$ cat src/rtl/bg_noise_estimator.sv
// Per-lane background-noise estimator: averages 2^LOG2_PERIODS noise-only periods
// of signed 8-bit lanes and publishes the floor-mean as signed 16-bit lanes.
module bg_noise_estimator #(
  parameter int unsigned LOG2_PERIODS = 4,
  parameter int unsigned LANES        = 16
) (
  input  logic                  clk,
  input  logic                  rst,
  input  logic                  start,
  input  logic                  period_valid,
  input  logic [8*LANES-1:0]    period_data,
  output logic [16*LANES-1:0]   bg_noise,
  output logic                  bg_noise_valid,
  output logic                  busy,
  output logic                  done
);

  localparam int unsigned AccW = 8 + LOG2_PERIODS;
  localparam int unsigned CntW = LOG2_PERIODS + 1;
  localparam logic [CntW-1:0] LastCnt = CntW'((1 << LOG2_PERIODS) - 1);

  localparam logic [1:0] StIdle   = 2'd0;
  localparam logic [1:0] StAccum  = 2'd1;
  localparam logic [1:0] StDivide = 2'd2;

  logic [1:0]             state_q, state_d;
  logic signed [AccW-1:0] acc_q [LANES];
  logic signed [AccW-1:0] acc_d [LANES];
  logic [CntW-1:0]        cnt_q, cnt_d;
  logic [16*LANES-1:0]    bg_q, bg_d;
  logic                   valid_q, valid_d;
  logic                   busy_q, busy_d;
  logic                   done_q, done_d;

  always_comb begin
    state_d = state_q;
    acc_d   = acc_q;
    cnt_d   = cnt_q;
    bg_d    = bg_q;
    valid_d = valid_q;
    done_d  = 1'b0;
    // start wins in every state: it clears the running sums and drops the current sample
    if (start) begin
      state_d = StAccum;
      cnt_d   = '0;
      for (int unsigned i = 0; i < LANES; i++) begin
        acc_d[i] = '0;
      end
    end else begin
      case (state_q)
        StIdle: ;
        StAccum: begin
          if (period_valid) begin
            for (int unsigned i = 0; i < LANES; i++) begin
              acc_d[i] = acc_q[i] + AccW'($signed(period_data[8*i +: 8]));
            end
            cnt_d = cnt_q + CntW'(1);
            if (cnt_q == LastCnt) begin
              state_d = StDivide;
            end
          end
        end
        StDivide: begin
          // Arithmetic shift gives the floor of the mean; result always fits in 8 bits
          for (int unsigned i = 0; i < LANES; i++) begin
            bg_d[16*i +: 16] = 16'(acc_q[i] >>> LOG2_PERIODS);
          end
          valid_d = 1'b1;
          done_d  = 1'b1;
          state_d = StIdle;
        end
        default: state_d = StIdle;
      endcase
    end
    busy_d = (state_d != StIdle);
  end

  always_ff @(posedge clk) begin
    if (rst) begin
      state_q <= StIdle;
      cnt_q   <= '0;
      bg_q    <= '0;
      valid_q <= 1'b0;
      busy_q  <= 1'b0;
      done_q  <= 1'b0;
      for (int unsigned i = 0; i < LANES; i++) begin
        acc_q[i] <= '0;
      end
    end else begin
      state_q <= state_d;
      cnt_q   <= cnt_d;
      bg_q    <= bg_d;
      valid_q <= valid_d;
      busy_q  <= busy_d;
      done_q  <= done_d;
      for (int unsigned i = 0; i < LANES; i++) begin
        acc_q[i] <= acc_d[i];
      end
    end
  end

  assign bg_noise       = bg_q;
  assign bg_noise_valid = valid_q;
  assign busy           = busy_q;
  assign done           = done_q;

endmodule
$ cat config.mk
export PLATFORM = sky130hd
export DESIGN_NAME = bg_noise_estimator
export DESIGN_NICKNAME = d
export VERILOG_FILES = /design/src/rtl/bg_noise_estimator.sv
export SDC_FILE = /design/constraint.sdc
export NUM_CORES = 1
export LEC_CHECK = 0
export ABC_AREA = 0
export CAP_MARGIN = 0
export CORE_UTILIZATION = 46
export DETAILED_ROUTE_END_ITERATION = 7
export PLACE_DENSITY_LB_ADDON = 0.3
export SETUP_SLACK_MARGIN = 0.5
export SYNTH_ARGS = -nofsm -noshare
export SYNTH_HDL_FRONTEND = slang
export SYNTH_SLANG_ARGS = --single-unit
$ cat constraint.sdc
create_clock -name clk -period 6.35 [get_ports clk]
set_input_delay 0.635 -clock clk [delete_from_list [all_inputs] [get_ports clk]]
set_output_delay 0.635 -clock clk [all_outputs]
set_load 0.02 [all_outputs]
[Word-level counts from Yosys, hierarchy flattened]
Cells that the tools add are included.
Storage, ports and cells
  bits in registers: 450
  bits of input ports: 132
  output and inout bits: 259
  word-level logic and storage cells: 53
Operators by class
  $add $sub $neg: 17
  eq/ne operators: 3
  mux-type cells: 5
  bitwise gates (word level): 1
  reduce and logical (&&, ||, !) cells: 5
Operators by type and width (count)
  $add A12 B8 Y12: 16
  $mux W2: 3
  $add A5 B1 Y5 const B: 1
  $eq A5 B4 Y1 const B: 1
  $pmux W2 S2: 1
  $reduce_and A2 Y1: 2
  $eq A2 B1 Y1 const B: 1
  $eq A2 B2 Y1 const B: 1
  $logic_not A2 Y1: 1
  $reduce_bool A2 Y1: 1
  $reduce_or A2 Y1: 1
  $mux W1: 1
  $not A1 Y1: 1

[Depth between registers and ports, before layout]
Gate-level depths: netlist of run 1.
  depth in word-level cells: 6
  mapped depth: 8
  depth with buffers taken out: 8

[Worst setup path after synthesis of run 1]
Ideal clock, no wire load.
  kind: input to register
  start point: input period_data[16]
  end point: register acc_q[164] in the netlist's numbering
  library setup time: 0.122 ns
  data arrival time: 2.298 ns
  slack: 3.930 ns
  cell stages on the path: 8
  path buffers: 0
  path through: ha_1 > fa_1 > a21o_1 > a21oi_2 > o21ai_0 > o41ai_2 > nor4_1 > a311o_1
Between the ends
  word-level cells in the longest chain between the ends: 1
RTL lines
  start: declaration: RTL line 11  | input logic [8*LANES-1:0] period_data,
  $add A12 B8 Y12: RTL line 55  | acc_d[i] = acc_q[i] + AccW'($signed(period_data[8*i +: 8]));
  end signal: indexed assignment: RTL line 97  | acc_q[i] <= acc_d[i];
  end: declaration: RTL line 27  | logic signed [AccW-1:0] acc_q [LANES];
Every way passes these cells.
A chain may end at the register's enable or synchronous reset.

[Worst setup path in the final report of run 1]
  start point: input start
  end point: register bg_q[81], in the netlist bg_noise[81]
Between the ends
  word-level cells in the longest chain between the ends: 2
RTL lines
  start: declaration: RTL line 9  | input logic start,
  $not A1 Y1 (no line)
  $reduce_and A2 Y1 (no line)
  end signal: assignment: RTL line 92  | bg_q <= bg_d;
  end: declaration: RTL line 30  | logic [16*LANES-1:0] bg_q, bg_d;
Every way passes these cells.

==> results of run 1 <==
==> cells in the final DEF, fill, tap and decap left out, types with 6 or more instances in the layout <==
| cell type | netlist | routed |
|---|---|---|
| nand2_1 | 504 | 503 |
| clkdlybuf4s50_1 | 0 | 388 |
| dfxtp_1 | 330 | 330 |
| a21oi_1 | 283 | 283 |
| ha_1 | 178 | 178 |
| a21o_1 | 91 | 91 |
| o21ai_0 | 80 | 80 |
| nor2_1 | 73 | 73 |
| a211oi_1 | 63 | 63 |
| nand3_1 | 62 | 62 |
| xnor2_1 | 51 | 51 |
| xor2_1 | 50 | 50 |
| clkbuf_16 | 0 | 41 |
| nor3_1 | 33 | 33 |
| o21bai_1 | 30 | 30 |
| nand2b_1 | 30 | 30 |
| mux2i_1 | 30 | 30 |
| a211o_1 | 28 | 28 |
| nor4_1 | 28 | 28 |
| and4_1 | 28 | 28 |
| nand4_1 | 20 | 20 |
| inv_1 | 18 | 18 |
| or3_1 | 16 | 16 |
| fa_1 | 16 | 16 |
| a21oi_2 | 15 | 15 |
| o21a_1 | 15 | 15 |
| a31oi_1 | 15 | 15 |
| o41ai_2 | 15 | 15 |
| a311o_1 | 15 | 15 |
| o22ai_1 | 15 | 15 |
| o41ai_1 | 13 | 13 |
| buf_4 | 140 | 12 |
| bufinv_16 | 0 | 8 |
| clkbuf_8 | 3 | 7 |
| clkbuf_1 | 54 | 6 |
| clkinv_2 | 0 | 6 |
==> worst max-delay path, stage by stage <==
cell	delay, ps
buf_2	570
or3b_4	770
buf_4	750
nand2_1	150
a21oi_1	160
==> through the flow <==
step           power [µW]  cells  setup slack [ps]  area [µm²]   util
2_1_floorplan        2540   2420              3930       20000      -
3_5_place_dp         2730   3161              3160       23300  0.541
5_1_grt              5390   3230              3510       24700  0.574
6_report             5190   3230              3720       24700  0.574
3_3_place_gp         2720   3161              3220       23300  0.541
4_1_cts              5240   3229              3740       24700  0.574
==> final cells by class <==
class / count / area share
Tap cell: 585 / 0.0296
Antenna cell: 1 / 0.000101
Clock inverter: 14 / 0.0109
Sequential cell: 330 / 0.268
Inverter: 18 / 0.00274
Multi-Input combinational cell: 1825 / 0.480
Timing Repair Buffer: 403 / 0.162
Clock buffer: 54 / 0.0464
==> cells by family (layout without fill, tap and decap cells) <==
| kind of cell | after synthesis | after routing | synth area share |
|---|---|---|---|
| xor+xnor | 101 | 101 | 0.0441 |
| simple gates | 809 | 809 | 0.179 |
| other cells | 0 | 1 | 0 |
| flops | 330 | 330 | 0.330 |
| fa+ha+maj | 194 | 194 | 0.127 |
| compound gates | 691 | 691 | 0.224 |
| buf+inv | 265 | 489 | 0.0805 |
| mux | 30 | 30 | 0.0150 |
==> routing by layer <==
layer  wire length (µm)  track usage  vias to the layer above
li1                   -            -                     8903
met2              25700        0.415                      489
met4               1490       0.0897                        0
met3               2810       0.0337                       93
met1              23900        0.302                     8480
met5                  0            0                        -
==> power by group through the flow <==
stage | combinational, µW | sequential [µW] | clock, µW
global route | 636 | 2120 | 2630
CTS | 574 | 2120 | 2540
finish | 576 | 2120 | 2490
detailed placement | 569 | 2160 | 0
floorplan | 381 | 2160 | 0
global placement | 553 | 2160 | 0
==> how the worst min path moves through the flow <==
stage	to	slack, ps	depth (start not counted)
2_1_floorplan	bg_noise[239]$_SDFFE_PP0P_	440	2
3_3_place_gp	bg_noise[198]$_SDFFE_PP0P_	440	2
3_5_place_dp	bg_noise[52]$_SDFFE_PP0P_	450	2
4_1_cts	bg_noise[52]$_SDFFE_PP0P_	450	2
5_1_grt	bg_noise[65]$_SDFFE_PP0P_	470	2
6_report	bg_noise[52]$_SDFFE_PP0P_	450	2
==> cell usage after synthesis, drive strengths merged, types with 15 or more instances <==
cell type and number:
a311o 15, nand4 20, inv 18, o41ai 28
a21oi 298, clkbuf 57, a31oi 15, o21a 15
o22ai 15, nand3 62, o21ai 83, or3 16
mux2i 30, nand2 505, nor2 75, o21bai 30
xnor2 51, and4 28, nand2b 30, a211o 28
buf 190, nor4 29, ha 178, nor3 33
dfxtp 330, a21o 92, xor2 50, fa 16
a211oi 64
==> sequential cells by signal, summed over array words and instances, names as in the netlist <==
signal / count
state_q: 2
acc_q: 192
cnt_q: 5
bg_noise_valid: 1
bg_noise: 128
done: 1
busy: 1
==> impl_metrics.yaml, run 1 <==
critical_path:
  worstSetupEndpointType: "flop"
  cp-endpoint: "bg_noise[81]$_SDFFE_PP0P_"
  crit_path_start: "start"
  reg2reg_from: "state_q[0]$_SDFF_PP0_"
  critical_path_peak_fanout: 71
  crit_arrival_ps: 3100
  rr_endpoint: "acc_q[154]$_SDFFE_PP0P_"
  cp.required_ps: 6820
  rrSetupSlack_ps: 3950
  reg2reg_depth: 6
  crit_path_start_kind: "input pin"
  crit_type: "input pin to flop"
sta:
  rsz0062_at_grt: "false"
  hold_ws_ps: 452
  fin_tns_setup_ps: 0
  finalCritPeriodShare: 0.415
  slew_headroom: 0.299
  worst_pin_slew_ps: 1050
  finalSetupViolCount: 0
  fin_crit_ps: 2630
  fin_skew_ps: 16.9
  finalHoldViolCount: 0
  drv_slew: 0
  max_freq_ghz: 0.380
synthesis:
  synth_edf_count: 0
  ys_ff_latch: 330
  synth_top_area_cell: "dfxtp_1"
  synthDistinctLibCells: 60
  synthTopCellsByArea: "dfxtp_1 33%, ha_1 11%, nand2_1 9.4%"
  synthArstFlopShare: 0
  synth_top_area_share: 0.330
  dominantRegCellSynth: "dfxtp_1"
  yosysWarningCount: 0
  syn_area_per_cell_um2: 8.28
  syn-num-nets: 2746
  synth-seq-area-share: 0.330
  syn_area_mm2: 0.0200
  syn_inst: 2420
layout:
  num-fill-cells: 3826
  multi_input_area_mm2: 0.0119
  nets: 2943
  register_area_mm2: 0.00661
  drive_above_1_share: 0.0461
  syn_to_final_growth_pct: 23.2
pwr:
  power.density_mw_per_mm2: 210
  p_leak_uw: 0.0100
  intPower_uw: 3920
  p_sw_uw: 1270
  pwr-share-comb: 0.111
  p_sw_frac: 0.245
  ir_drop_v: 0.000129
  share_seq_of_total_power: 0.408
  clockPowerShare: 0.481
die:
  start_util: 0.466
  fp.dieW_um: 211
  std_cell_rows: 76
  core_area_mm2: 0.0430
  die-area_mm2: 0.0444
  ioPinCount: 391
  fp.dieH_um: 211
cts:
  cts_hold_buf: 0
  tritoncts: "yes"
  postCtsResizedCells: 0
  postCtsSetupRepairBufs: 0
  clk_pin_slew_ps: 60
  clock_path_buffers: 3
  cts_buffers: 39
  cts_num_sinks: 330
  htree_levels: 2
  clock_latency_ps: 560
  clockRootBuffer: "clkbuf_16"
route:
  wire_per_inst_um: 16.7
  wl_um: 54000
  via_per_inst: 5.56
  drtAntennaViolNets: 0
  firstDrtPassIters: 5
  drc: 0
  first_iter_violations: 838
  vias: 17965
hold_path:
  hold_path.class: "flop to flop"
  min-delay-start: "bg_noise[52]$_SDFFE_PP0P_"
global_route:
  grt_pass1_vias: 17646
  overflow: 0
  antenna_found_initial: 1
  grt.total_usage: 0.240
  grt_max_degree: 119
  grt_pass1_wl_um: 88100
outcome:
  outcome: "finished, final reports clean"
place:
  routabilityCongestion: 0.922
  io_buffers: 390
  dp_hpwl_um: 36000
job:
  cap_violations: 0
Note: power is estimated with default switching activity, not from simulation.
==> inputs of run 2 (changes only) <==
clock period = 2.6 ns   (was 6.35 ns; I/O delays follow)
==> impl_metrics.yaml, run 2 (synthesized netlist as in run 1, its figures left out) <==
cts:
  clockRootBuffer: "clkbuf_16"
  clk_pin_slew_ps: 60
  tritoncts: "yes"
  htree_levels: 2
  clock_latency_ps: 550
  cts_buffers: 39
  cts_num_sinks: 330
  clock_path_buffers: 3
  cts_hold_buf: 0
global_route:
  met1_usage: 0.313
  antenna_found_initial: 2
  grt_max_degree: 91
  grt.total_usage: 0.245
  use_met2: 0.410
  grt_pass1_vias: 17776
  grt_util_met3: 0.0343
  overflow: 0
  grt_pass1_wl_um: 89500
  busiest_layer: "met2"
critical_path:
  crit_type: "flop to flop"
  slowest_stage: "fa_2"
  crit_path_start_kind: "flop"
  crit_path_max_incr_delay_ps: 390
  cp.required_ps: 3030
  worstSetupEndpointType: "flop"
  critical_path_peak_fanout: 3
  crit_chain: "ha_4, fa_2, a21o_1, a21oi_2, o21ai_1, o41ai_2, nor4_1, a311o_1"
  crit_arrival_ps: 2560
layout:
  num-fill-cells: 3771
  syn_to_final_growth_pct: 27.4
  largest_reg_flops: 192
  register_area_mm2: 0.00663
  final_cell_mix: "503 x nand2_1, 388 x clkdlybuf4s50_1, 308 x dfxtp_1"
  final_core_util: 0.594
  drive_above_1_share: 0.100
  regMostFlops: "acc_q"
  nets: 3012
  multi_input_area_mm2: 0.0122
  final_common_cell: "nand2_1"
die:
  die-area_mm2: 0.0444
  fp.dieH_um: 211
  core_area_mm2: 0.0430
  std_cell_rows: 76
  ioPinCount: 391
  fp.dieW_um: 211
  start_util: 0.466
sta:
  fin_crit_ps: 2130
  final.setup.worst_slack_ps: 470
  worst_pin_slew_ps: 790
  finalHoldViolCount: 0
  hold_ws_ps: 146
  drv_slew: 0
  fin_skew_ps: 14.6
  max_freq_ghz: 0.470
  rsz0062_at_grt: "true"
  finalSetupViolCount: 0
  finalCritPeriodShare: 0.819
  slew_headroom: 0.472
  fin_tns_setup_ps: 0
route:
  wl_um: 55600
  vias: 18438
  drc: 0
  via_per_inst: 5.60
  drtAntennaViolNets: 0
  first_iter_violations: 1064
  firstDrtPassIters: 6
  wire_per_inst_um: 16.9
place:
  dp_hpwl_um: 36800
  io_buffers: 390
  routabilityCongestion: 0.926
  post-place-ws_ps: -6.35
hold_path:
  hold_path.class: "input pin to flop"
pwr:
  ir_drop_v: 0.000365
  power_uw: 11900
  power.density_mw_per_mm2: 467
  p_leak_uw: 0.0103
job:
  cap_violations: 0
outcome:
  outcome: "finished, final reports clean"
-- run 2: path summary, 6_finish.rpt --
| path | start | endpoint | slack (ps) | cells after the start |
|---|---|---|---|---|
| max | acc_q[108]$_SDFFE_PP0P_ | acc_q[116]$_SDFFE_PP0P_ | 470 | 8 |
| min | rst | bg_noise[1]$_SDFFE_PP0P_ | 150 | 2 |
| max reg2reg | acc_q[108]$_SDFFE_PP0P_ | acc_q[116]$_SDFFE_PP0P_ | 470 | 8 |
| min reg2reg | bg_noise[227]$_SDFFE_PP0P_ | bg_noise[227]$_SDFFE_PP0P_ | 450 | 2 |
-- run 2: through the flow --
step	instances	area [µm²]
after floorplan	2420	20000
after global routing	3293	25500
after CTS	3276	25200
final	3294	25500
after global placement	3195	23700
after detailed placement	3195	23700
-- run 2: layout make-up --
cell class / count / share of cell area
well taps: 585 / 0.0287
clock inverters: 5 / 0.00294
repair buffers: 472 / 0.182
diodes: 2 / 0.000196
inverters: 18 / 0.00265
multi-input cells: 1825 / 0.480
clock buffers: 57 / 0.0437
flip-flops and latches: 330 / 0.260
-- run 2: power breakdown --
part	total [µW]	switching [µW]	internal, µW
Sequential	5180	52.4	5130
Combinational	1510	855	656
Clock	5250	2100	3140
-- run 2: worst max-delay path: cells and delay by family, from the launching register on --
family / cells / cell delay (ps)
adder cells (fa/ha/maj): 2 / 560
flip-flops: 1 / 340
AND/OR/NAND/NOR: 1 / 110
AO/OA/AOI/OAI: 5 / 1020
-- run 2: timing repair --
action,in CTS,in global routing
buffers inserted,19,16
setup endpoints to repair,29,64
pin swaps,69,83
hold endpoints to repair,0,0
gates resized for setup,58,70
-- run 2: per-layer routing --
layer / routed length, µm / vias to the layer above
li1: - / 9058
met1: 24600 / 8732
met2: 26200 / 520
met3: 2710 / 126
met4: 2050 / 2
met5: 9 / -
==> inputs of run 3 (changes only) <==
clock period = 1.9 ns   (was 2.6 ns; I/O delays follow)
==> impl_metrics.yaml, run 3 (synthesized netlist as in run 1, its figures left out) <==
critical_path:
  crit_path_max_incr_delay_ps: 350
  crit_path_start_kind: "flop"
  crit_chain: "ha_4, fa_2, a21o_1, a21oi_2, o21ai_2, o41ai_2, nor4_1, a311o_1"
  crit_arrival_ps: 2540
  crit_type: "flop to flop"
  rrSetupSlack_ps: -200
  cp.required_ps: 2340
  critical_path_peak_fanout: 2
  slowest_stage: "fa_2"
  worstSetupEndpointType: "flop"
die:
  core_area_mm2: 0.0430
  ioPinCount: 391
  die-area_mm2: 0.0444
  fp.dieH_um: 211
  std_cell_rows: 76
  start_util: 0.466
  fp.dieW_um: 211
outcome:
  outcome: "finished with violations"
  violations: "setup timing"
cts:
  cts_num_sinks: 330
  cts_hold_buf: 0
  clock_path_buffers: 3
  htree_levels: 2
  tritoncts: "yes"
  clock_latency_ps: 570
  cts_buffers: 39
  clockRootBuffer: "clkbuf_16"
  clk_pin_slew_ps: 60
layout:
  nets: 3359
  final_cells: 3647
  largest_reg_flops: 192
  regMostFlops: "acc_q"
  final_common_cell: "nand2_1"
  syn_to_final_growth_pct: 51.4
  final_cell_mix: "502 x nand2_1, 319 x buf_4, 259 x dfxtp_1"
  num-fill-cells: 3113
  final_area_mm2: 0.0304
  drive_above_1_share: 0.343
sta:
  drv_slew: 0
  fin_tns_setup_ps: -3050
  finalHoldViolCount: 0
  fin_skew_ps: 16.0
  fin_crit_ps: 2100
  slew_headroom: 0.607
  rsz0062_at_grt: "true"
  finalCritPeriodShare: 1.11
  max_freq_ghz: 0.476
  final.setup.worst_slack_ps: -202
  worst_pin_slew_ps: 590
  finalSetupViolCount: 40
route:
  via_per_inst: 5.61
  first_iter_violations: 1208
  wire_per_inst_um: 18.1
  drtAntennaViolNets: 0
  firstDrtPassIters: 5
  vias: 20448
  wl_um: 66000
  drc: 0
place:
  io_buffers: 390
  post-place-ws_ps: -551
  routabilityCongestion: 0.930
  dp_hpwl_um: 42400
  placed_cell_area_mm2: 0.0271
  dp_cells: 3490
global_route:
  overflow: 0
  met1_usage: 0.333
  grt_util_met3: 0.0422
  grt.total_usage: 0.271
  grt_pass1_vias: 20026
  antenna_found_initial: 2
  grt_max_degree: 96
  grt_pass1_wl_um: 99100
  busiest_layer: "met2"
  use_met2: 0.477
hold_path:
  hold_path.class: "input pin to flop"
pwr:
  power.density_mw_per_mm2: 604
  power_uw: 18300
  p_leak_uw: 0.0145
  ir_drop_v: 0.000605
job:
  cap_violations: 0
[run 3: cell count changes in the layout (fill, tap and decap cells not counted), moves of 39 or more]
cell	change
ha_4	+55
a21oi_1	-39
dlymetal6s2s_1	+73
clkdlybuf4s50_1	-232
buf_6	+71
buf_2	+158
ha_1	-49
dfxtp_1	-49
o21ai_0	-49
buf_4	+249
[run 3: worst max-delay path, delay by kind of cell, from the launching register on]
kind | cells | cell delay (ps)
adder cells (fa/ha/maj) | 2 | 510
AND/OR/NAND/NOR | 1 | 80
AO/OA/AOI/OAI | 5 | 1060
flip-flops | 1 | 330
[run 3: path summary, 6_finish.rpt]
kind / from / end / depth (start not counted)
max: acc_q[84]$_SDFFE_PP0P_ / acc_q[92]$_SDFFE_PP0P_ / 8
min: start / state_q[0]$_SDFF_PP0_ / 3
max reg2reg: acc_q[84]$_SDFFE_PP0P_ / acc_q[92]$_SDFFE_PP0P_ / 8
min reg2reg: bg_noise[114]$_SDFFE_PP0P_ / bg_noise[114]$_SDFFE_PP0P_ / 2
[run 3: cell type report]
| type | instances | area (µm²) | area share |
|---|---|---|---|
| tap | 585 | 732 | 0.0241 |
| multi-input combinational | 1825 | 14100 | 0.464 |
| clock buffer | 53 | 1140 | 0.0376 |
| timing repair buffer | 819 | 7310 | 0.241 |
| sequential | 330 | 6760 | 0.223 |
| inverter | 18 | 70.1 | 0.00231 |
| antenna | 3 | 7.51 | 0.000247 |
| clock inverter | 14 | 245 | 0.00808 |
[run 3: stage by stage]
step	hold slack, ps	utilization
finish	166	0.706
global route	185	0.706
CTS	152	0.667
detailed placement	447	0.632
global placement	443	0.632
floorplan	411	-
[run 3: per-layer routing]
layer,vias to the layer above,share of wire
li1,9767,-
met1,9851,0.42
met2,673,0.49
met3,155,0.052
met4,2,0.031
met5,-,0.00017
[run 3: where the power goes]
part | internal, µW | switching [µW] | total [µW]
logic | 1480 | 1520 | 3000
clock network | 5140 | 3110 | 8250
registers | 6980 | 88.2 | 7070
total | 13600 | 4720 | 18300
[run 3: repair_timing]
item / 4_1_cts / 5_1_grt
cloned: 0 / 7
pin swaps: 97 / 172
setup endpoints to repair: 575 / 428
hold endpoints to repair: 0 / 0
buffers inserted: 35 / 45
gates resized for setup: 784 / 253
